==> src/rtl/uart_rx_ctrl_if.sv <==
// Signal bundle between the UART receive controller and its sampler/deserializer/host side.
// Build option UART_RX_PARITY_EN on the controller decides whether par_en/par_typ/pdata are used.
interface uart_rx_ctrl_if #(
  parameter int PRESCALE_W = 6
);
  logic                  rx_in;
  logic [PRESCALE_W-1:0] prescale;
  logic                  par_en;
  logic                  par_typ;
  logic                  samp_out;
  logic [7:0]            pdata;
  logic                  samp_en;
  logic                  deser_en;
  logic                  edge_done;
  logic                  data_valid;
  logic                  par_err;
  logic                  stop_err;
  logic                  busy;

  modport master (
    output rx_in, prescale, par_en, par_typ, samp_out, pdata,
    input  samp_en, deser_en, edge_done, data_valid, par_err, stop_err, busy
  );

  modport slave (
    input  rx_in, prescale, par_en, par_typ, samp_out, pdata,
    output samp_en, deser_en, edge_done, data_valid, par_err, stop_err, busy
  );
endinterface

==> src/rtl/uart_rx_ctrl.sv <==
// UART receive frame controller: start/data/parity/stop sequencing, flags and data_valid pulse.
// UART_RX_PARITY_EN enables the PARITY state; without it parity is never checked and par_err is 0.
module uart_rx_ctrl #(
  parameter int PRESCALE_W = 6
) (
  input logic           clk,
  input logic           rst,
  uart_rx_ctrl_if.slave bus
);

`ifdef UART_RX_PARITY_EN
  typedef enum logic [2:0] {IDLE, START, DATA, PARITY, STOP} state_t;
`else
  typedef enum logic [2:0] {IDLE, START, DATA, STOP} state_t;
`endif

  state_t                state_q, state_d;
  logic [PRESCALE_W-1:0] edge_cnt_q, edge_cnt_d;
  logic [PRESCALE_W-1:0] presc_q, presc_d;
  logic [2:0]            bit_cnt_q, bit_cnt_d;
  logic                  stop_err_q, stop_err_d;
  logic                  data_valid_q, data_valid_d;
  logic [PRESCALE_W-1:0] presc_clamped;
  logic                  edge_done;
  logic                  par_err_cur;

  // Ratios below 4 leave too few clocks per bit for the sampler's majority vote.
  assign presc_clamped = (bus.prescale < PRESCALE_W'(4)) ? PRESCALE_W'(4) : bus.prescale;
  assign edge_done     = (state_q != IDLE) && (edge_cnt_q == presc_q - PRESCALE_W'(1));

`ifdef UART_RX_PARITY_EN
  logic par_en_q, par_en_d, par_typ_q, par_typ_d, par_err_q, par_err_d;
  assign par_err_cur = par_err_q;
`else
  logic unused_par;
  assign unused_par  = ^{bus.par_en, bus.par_typ, bus.pdata};
  assign par_err_cur = 1'b0;
`endif

  always_comb begin
    state_d      = state_q;
    edge_cnt_d   = edge_cnt_q;
    presc_d      = presc_q;
    bit_cnt_d    = bit_cnt_q;
    stop_err_d   = stop_err_q;
    data_valid_d = 1'b0;
`ifdef UART_RX_PARITY_EN
    par_en_d     = par_en_q;
    par_typ_d    = par_typ_q;
    par_err_d    = par_err_q;
`endif
    if (state_q == IDLE) edge_cnt_d = '0;
    else                 edge_cnt_d = edge_done ? '0 : edge_cnt_q + PRESCALE_W'(1);

    case (state_q)
      IDLE: begin
        if (!bus.rx_in) begin
          state_d    = START;
          presc_d    = presc_clamped;
          bit_cnt_d  = '0;
          stop_err_d = 1'b0;
`ifdef UART_RX_PARITY_EN
          par_en_d   = bus.par_en;
          par_typ_d  = bus.par_typ;
          par_err_d  = 1'b0;
`endif
        end
      end
      START: begin
        if (edge_done) begin
          // A start bit that reads high at its end was line noise.
          if (bus.samp_out) begin
            state_d = IDLE;
          end else begin
            state_d   = DATA;
            bit_cnt_d = '0;
          end
        end
      end
      DATA: begin
        if (edge_done) begin
          bit_cnt_d = bit_cnt_q + 3'd1;
          if (bit_cnt_q == 3'd7) begin
`ifdef UART_RX_PARITY_EN
            state_d = par_en_q ? PARITY : STOP;
`else
            state_d = STOP;
`endif
          end
        end
      end
`ifdef UART_RX_PARITY_EN
      PARITY: begin
        if (edge_done) begin
          par_err_d = bus.samp_out ^ (^bus.pdata ^ par_typ_q);
          state_d   = STOP;
        end
      end
`endif
      STOP: begin
        if (edge_done) begin
          stop_err_d   = ~bus.samp_out;
          data_valid_d = bus.samp_out & ~par_err_cur;
          state_d      = IDLE;
        end
      end
      default: state_d = IDLE;
    endcase
  end

  always_ff @(posedge clk or negedge rst) begin
    if (!rst) begin
      state_q      <= IDLE;
      edge_cnt_q   <= '0;
      presc_q      <= PRESCALE_W'(4);
      bit_cnt_q    <= '0;
      stop_err_q   <= 1'b0;
      data_valid_q <= 1'b0;
    end else begin
      state_q      <= state_d;
      edge_cnt_q   <= edge_cnt_d;
      presc_q      <= presc_d;
      bit_cnt_q    <= bit_cnt_d;
      stop_err_q   <= stop_err_d;
      data_valid_q <= data_valid_d;
    end
  end

`ifdef UART_RX_PARITY_EN
  always_ff @(posedge clk or negedge rst) begin
    if (!rst) begin
      par_en_q  <= 1'b0;
      par_typ_q <= 1'b0;
      par_err_q <= 1'b0;
    end else begin
      par_en_q  <= par_en_d;
      par_typ_q <= par_typ_d;
      par_err_q <= par_err_d;
    end
  end
`endif

  assign bus.samp_en    = (state_q != IDLE);
  assign bus.busy       = (state_q != IDLE);
  assign bus.deser_en   = (state_q == DATA);
  assign bus.edge_done  = edge_done;
  assign bus.data_valid = data_valid_q;
  assign bus.par_err    = par_err_cur;
  assign bus.stop_err   = stop_err_q;

endmodule

==> src/flat_wrapper.sv <==
// flat-port wrapper written by rule: the top's interface ports become plain ports
module uart_rx_ctrl_flat 
#(
  parameter int PRESCALE_W = 6
)
  (clk, rst, bus_rx_in, bus_prescale, bus_par_en, bus_par_typ, bus_samp_out, bus_pdata, bus_samp_en, bus_deser_en, bus_edge_done, bus_data_valid, bus_par_err, bus_stop_err, bus_busy);
  uart_rx_ctrl_if #(.PRESCALE_W(PRESCALE_W)) bus_i ();
  input logic clk;
  input logic rst;
  input wire logic [$bits(bus_i.rx_in)-1:0] bus_rx_in;
  input wire logic [$bits(bus_i.prescale)-1:0] bus_prescale;
  input wire logic [$bits(bus_i.par_en)-1:0] bus_par_en;
  input wire logic [$bits(bus_i.par_typ)-1:0] bus_par_typ;
  input wire logic [$bits(bus_i.samp_out)-1:0] bus_samp_out;
  input wire logic [$bits(bus_i.pdata)-1:0] bus_pdata;
  output wire logic [$bits(bus_i.samp_en)-1:0] bus_samp_en;
  output wire logic [$bits(bus_i.deser_en)-1:0] bus_deser_en;
  output wire logic [$bits(bus_i.edge_done)-1:0] bus_edge_done;
  output wire logic [$bits(bus_i.data_valid)-1:0] bus_data_valid;
  output wire logic [$bits(bus_i.par_err)-1:0] bus_par_err;
  output wire logic [$bits(bus_i.stop_err)-1:0] bus_stop_err;
  output wire logic [$bits(bus_i.busy)-1:0] bus_busy;
  assign bus_i.rx_in = bus_rx_in;
  assign bus_i.prescale = bus_prescale;
  assign bus_i.par_en = bus_par_en;
  assign bus_i.par_typ = bus_par_typ;
  assign bus_i.samp_out = bus_samp_out;
  assign bus_i.pdata = bus_pdata;
  assign bus_samp_en = bus_i.samp_en;
  assign bus_deser_en = bus_i.deser_en;
  assign bus_edge_done = bus_i.edge_done;
  assign bus_data_valid = bus_i.data_valid;
  assign bus_par_err = bus_i.par_err;
  assign bus_stop_err = bus_i.stop_err;
  assign bus_busy = bus_i.busy;
  uart_rx_ctrl #(.PRESCALE_W(PRESCALE_W)) u_core (.clk(clk), .rst(rst), .bus(bus_i));
endmodule
==> config.mk <==
export PLATFORM = sky130hd
export DESIGN_NAME = uart_rx_ctrl_flat
export DESIGN_NICKNAME = d
export VERILOG_FILES = /design/src/rtl/uart_rx_ctrl_if.sv /design/src/rtl/uart_rx_ctrl.sv /design/src/flat_wrapper.sv
export SDC_FILE = /design/constraint.sdc
export NUM_CORES = 1
export LEC_CHECK = 0
export BUFFER_PORTS_ARGS = -buffer_cell sky130_fd_sc_hd__buf_2
export CAP_MARGIN = 20
export CORE_ASPECT_RATIO = 0.75
export CORE_MARGIN = 1.5
export CORE_UTILIZATION = 46
export DETAILED_ROUTE_END_ITERATION = 10
export GPL_ROUTABILITY_DRIVEN = 1
export HOLD_SLACK_MARGIN = 0.08
export MAX_ROUTING_LAYER = met4
export PLACE_DENSITY = 0.74
export SYNTH_ARGS = -nofsm -noshare
export SYNTH_HDL_FRONTEND = slang
export SYNTH_SLANG_ARGS = --single-unit
==> constraint.sdc <==
create_clock -name clk -period 2 [get_ports clk]
set_clock_uncertainty 0.1 [all_clocks]
set_input_delay 0.1 -clock clk [delete_from_list [all_inputs] [get_ports clk]]
set_output_delay 0.1 -clock clk [all_outputs]
set_load 0.05 [all_outputs]
==> reports/metrics.cfg <==
[cts]
clk_pin_slew_ps = 110
cts_tree = yes
cts_made_buffers = 3
clock_latency_ps = 310
clock-sinks = 19
root_buffer = clkbuf_4
clk_path_buf_depth = 2
htreeDepth = 1

[yosys]
synth.cell_area_sq_um = 1060
synth_edf_count = 0
synth_seq_area_share_pct = 45.0
async_flop_share_pct = 100
yosysUniqueCellTypes = 33
synth_commonest_cells = dfrtp_1 (18), nand2_1 (18), nor2_1 (10), nor3_1 (10), inv_1 (7)
ys_ff_latch = 19
yosys.area.top_type = dfrtp_1
syn_nets = 141
yosysTopAreaCellShare_pct = 42.5
synthCells = 117
ys_top_cells_by_area = dfrtp_1 (43%), nand2_1 (6.4%), xnor2_1 (5.0%)
yosysWarnings = 0
syn_avg_cell_area_sq_um = 9.06
ys.flop_type = dfrtp_1

[floorplan]
die-area_sq_um = 2600
pin_count = 27
rows = 14
initial_core_util_pct = 50.8
core_area_sq_um = 2080
die_w_um = 58.4
die_h_um = 44.6

[setup_path]
crit_fanout = 3
crit_path_top_delay_cell = dfrtp_1
crit_required_ps = 1800
max_stage_delay_ps = 390
setup.worst_path.class = reg -> out
worstSetupStartpointType = flop
cp-end-kind = output pin
path_cells = inv_2 -> ha_4 -> nor2b_1 -> or3_1 -> a31o_4 -> or2_4 -> clkinvlp_4 -> buf_8
crit_arrival_ps = 2040
ff2ff_setup_slack_ps = -130

[power_and_ir_drop]
power.leakage_uw = 0.000670
p_total_uw = 2410
p_sw_share_pct = 44.7
combPwrFrac_pct = 62.8
powerDensity_nw_per_um2 = 1650
clkPwrFrac_pct = 8.3
irDropWorstVdd_mv = 0.745
p_switching_uw = 1080
p_int_uw = 1330
pwr-share-seq_pct = 28.9

[routing]
first_pass_iters = 4
vias_per_cell = 5.46
ant_nets = 0
drtIter0Drc = 24
wl_mm = 2.42
vias = 988
wl_per_cell_um = 13.4
drc = 0

[outcome]
violations = negative setup slack
status = finished with violations

[hold_path]
hp-class = in -> async

[finish]
fill_cells = 158
antenna_cells = 0
areaGrowthSynthToFinish_pct = 37.8
fin_nets = 182
final_cell_area_sq_um = 1460
drive_above_1_share_pct = 31.8

[place]
hpwl_mm = 1.71
place_area_sq_um = 1240
gp_congestion = 0.919
io_buffers = 15
dpl_worst_slack_ps = -126

[global_routing]
grtUsageTotal_pct = 21.7
antenna_found_initial = 0
grt_pass1_wl_mm = 4.02
grt_overflow = 0
grt_pass1_vias = 920
grt_max_degree = 20

[flow_run]
max_cap_violations = 0

[sta]
setup_slack_ps = -242
period_minus_slack_ps = 2240
fmax_ghz = 0.446
timing.final.max_slew_violations = 0
period_share_pct = 112
setup_violations = 13
hold_viol = 0
rsz0062_at_grt = yes

-- what timing repair did --
item,4_1_cts,5_1_grt
hold buffers,9,0
setup buffers,3,3
setup endpoints to repair,14,14
pin swaps,6,3
hold endpoints to repair,27,0
gates resized for setup,12,8
-- kinds of logic (layout without fill, tap and decap cells) --
| logic type | Yosys count | after routing | share of synthesized area [%] |
|---|---|---|---|
| and+or+nand+nor | 52 | 52 | 22.8 |
| xor gates and xnor gates | 10 | 10 | 8.26 |
| AOI/OAI and AO/OA | 19 | 19 | 13.2 |
| DFF | 19 | 19 | 45.0 |
| muxes | 1 | 1 | 0.945 |
| buffers and inverters | 11 | 51 | 4.72 |
| other | 1 | 1 | 0.354 |
| adders and majority gates | 4 | 4 | 4.72 |
-- path summary, 6_finish.rpt --
path | end | cells after the start | start
max | bus_edge_done | 8 | u_core.presc_q[1]$_DFFE_PN0P_
min | u_core.presc_q[3]$_DFFE_PN0P_ | 2 | rst
max reg2reg | u_core.bit_cnt_q[2]$_DFFE_PN0P_ | 9 | u_core.presc_q[1]$_DFFE_PN0P_
min reg2reg | u_core.presc_q[5]$_DFFE_PN0P_ | 2 | u_core.presc_q[5]$_DFFE_PN0P_
max in group asynchronous | u_core.presc_q[2]$_DFFE_PN1P_ | 2 | rst
min in group clk | u_core.presc_q[5]$_DFFE_PN0P_ | 2 | u_core.presc_q[5]$_DFFE_PN0P_
-- state kept, by name (all words and copies together) (netlist names) --
signal	flops
u_core.presc_q	6
u_core.bus.stop_err	1
u_core.edge_cnt_q	6
u_core.state_q	2
u_core.bit_cnt_q	3
u_core.bus.data_valid	1
-- stage by stage --
| stage | TNS, ps | util [%] | hold WS, ps | cells |
|---|---|---|---|---|
| final | -1110 | 70.0 | 160 | 181 |
| after global routing | -2250 | 70.0 | 179 | 181 |
| after CTS | -673 | 67.9 | 161 | 179 |
| after detailed placement | -841 | 59.4 | -31.6 | 163 |
| after global placement | -535 | 59.4 | -41.7 | 163 |
| after floorplan | -793 | - | -296 | 117 |
-- power groups by stage --
stage	clock network, uW	logic (uW)	registers, uW
after floorplan	0	842	696
after global placement	0	1210	682
after detailed placement	0	1240	691
after CTS	210	1380	687
after global routing	224	1650	715
final	201	1510	694
-- routing by layer --
metal	part of all wire [%]	GRT usage (%)	up-vias	wire [um]
met5	0	-	-	0
met4	1.7	8.84	0	41
met1	47	29.1	469	1130
met2	45	31.0	30	1100
met3	6.3	6.14	6	152
li1	-	-	483	-
-- area by class of cell --
| cell class | instances | area (sq um) | area share [%] |
|---|---|---|---|
| multi-input cells | 87 | 589 | 40.4 |
| flip-flops and latches | 19 | 477 | 32.6 |
| repair buffers | 40 | 307 | 21.0 |
| inverters | 7 | 30.0 | 2.06 |
| well taps | 24 | 30.0 | 2.06 |
| clock buffers | 3 | 22.5 | 1.54 |
| clock inverters | 1 | 5.00 | 0.343 |
-- worst max-delay path, delay by kind of cell, from the launching register on --
kind / cells / cell delay, ps
compound gates: 1 / 230
simple gates: 3 / 670
flops: 1 / 390
buf+inv: 3 / 280
fa+ha+maj: 1 / 160
-- placed cells by master, fill, tap and decap left out, drive strengths merged, types with 2 or more instances in the layout --
cell          n
dlygate4sd3   9
inv           6
or2           2
dfrtp        18
xnor2         6
xor2          4
ha            4
nor2b         2
nor3         10
o221ai        2
clkbuf        3
o21ai         6
nand3         3
buf          31
nor2         10
or3           2
o211ai        4
nor4          2
and3          2
nand2        18
Power figures use the tool's default switching activity.
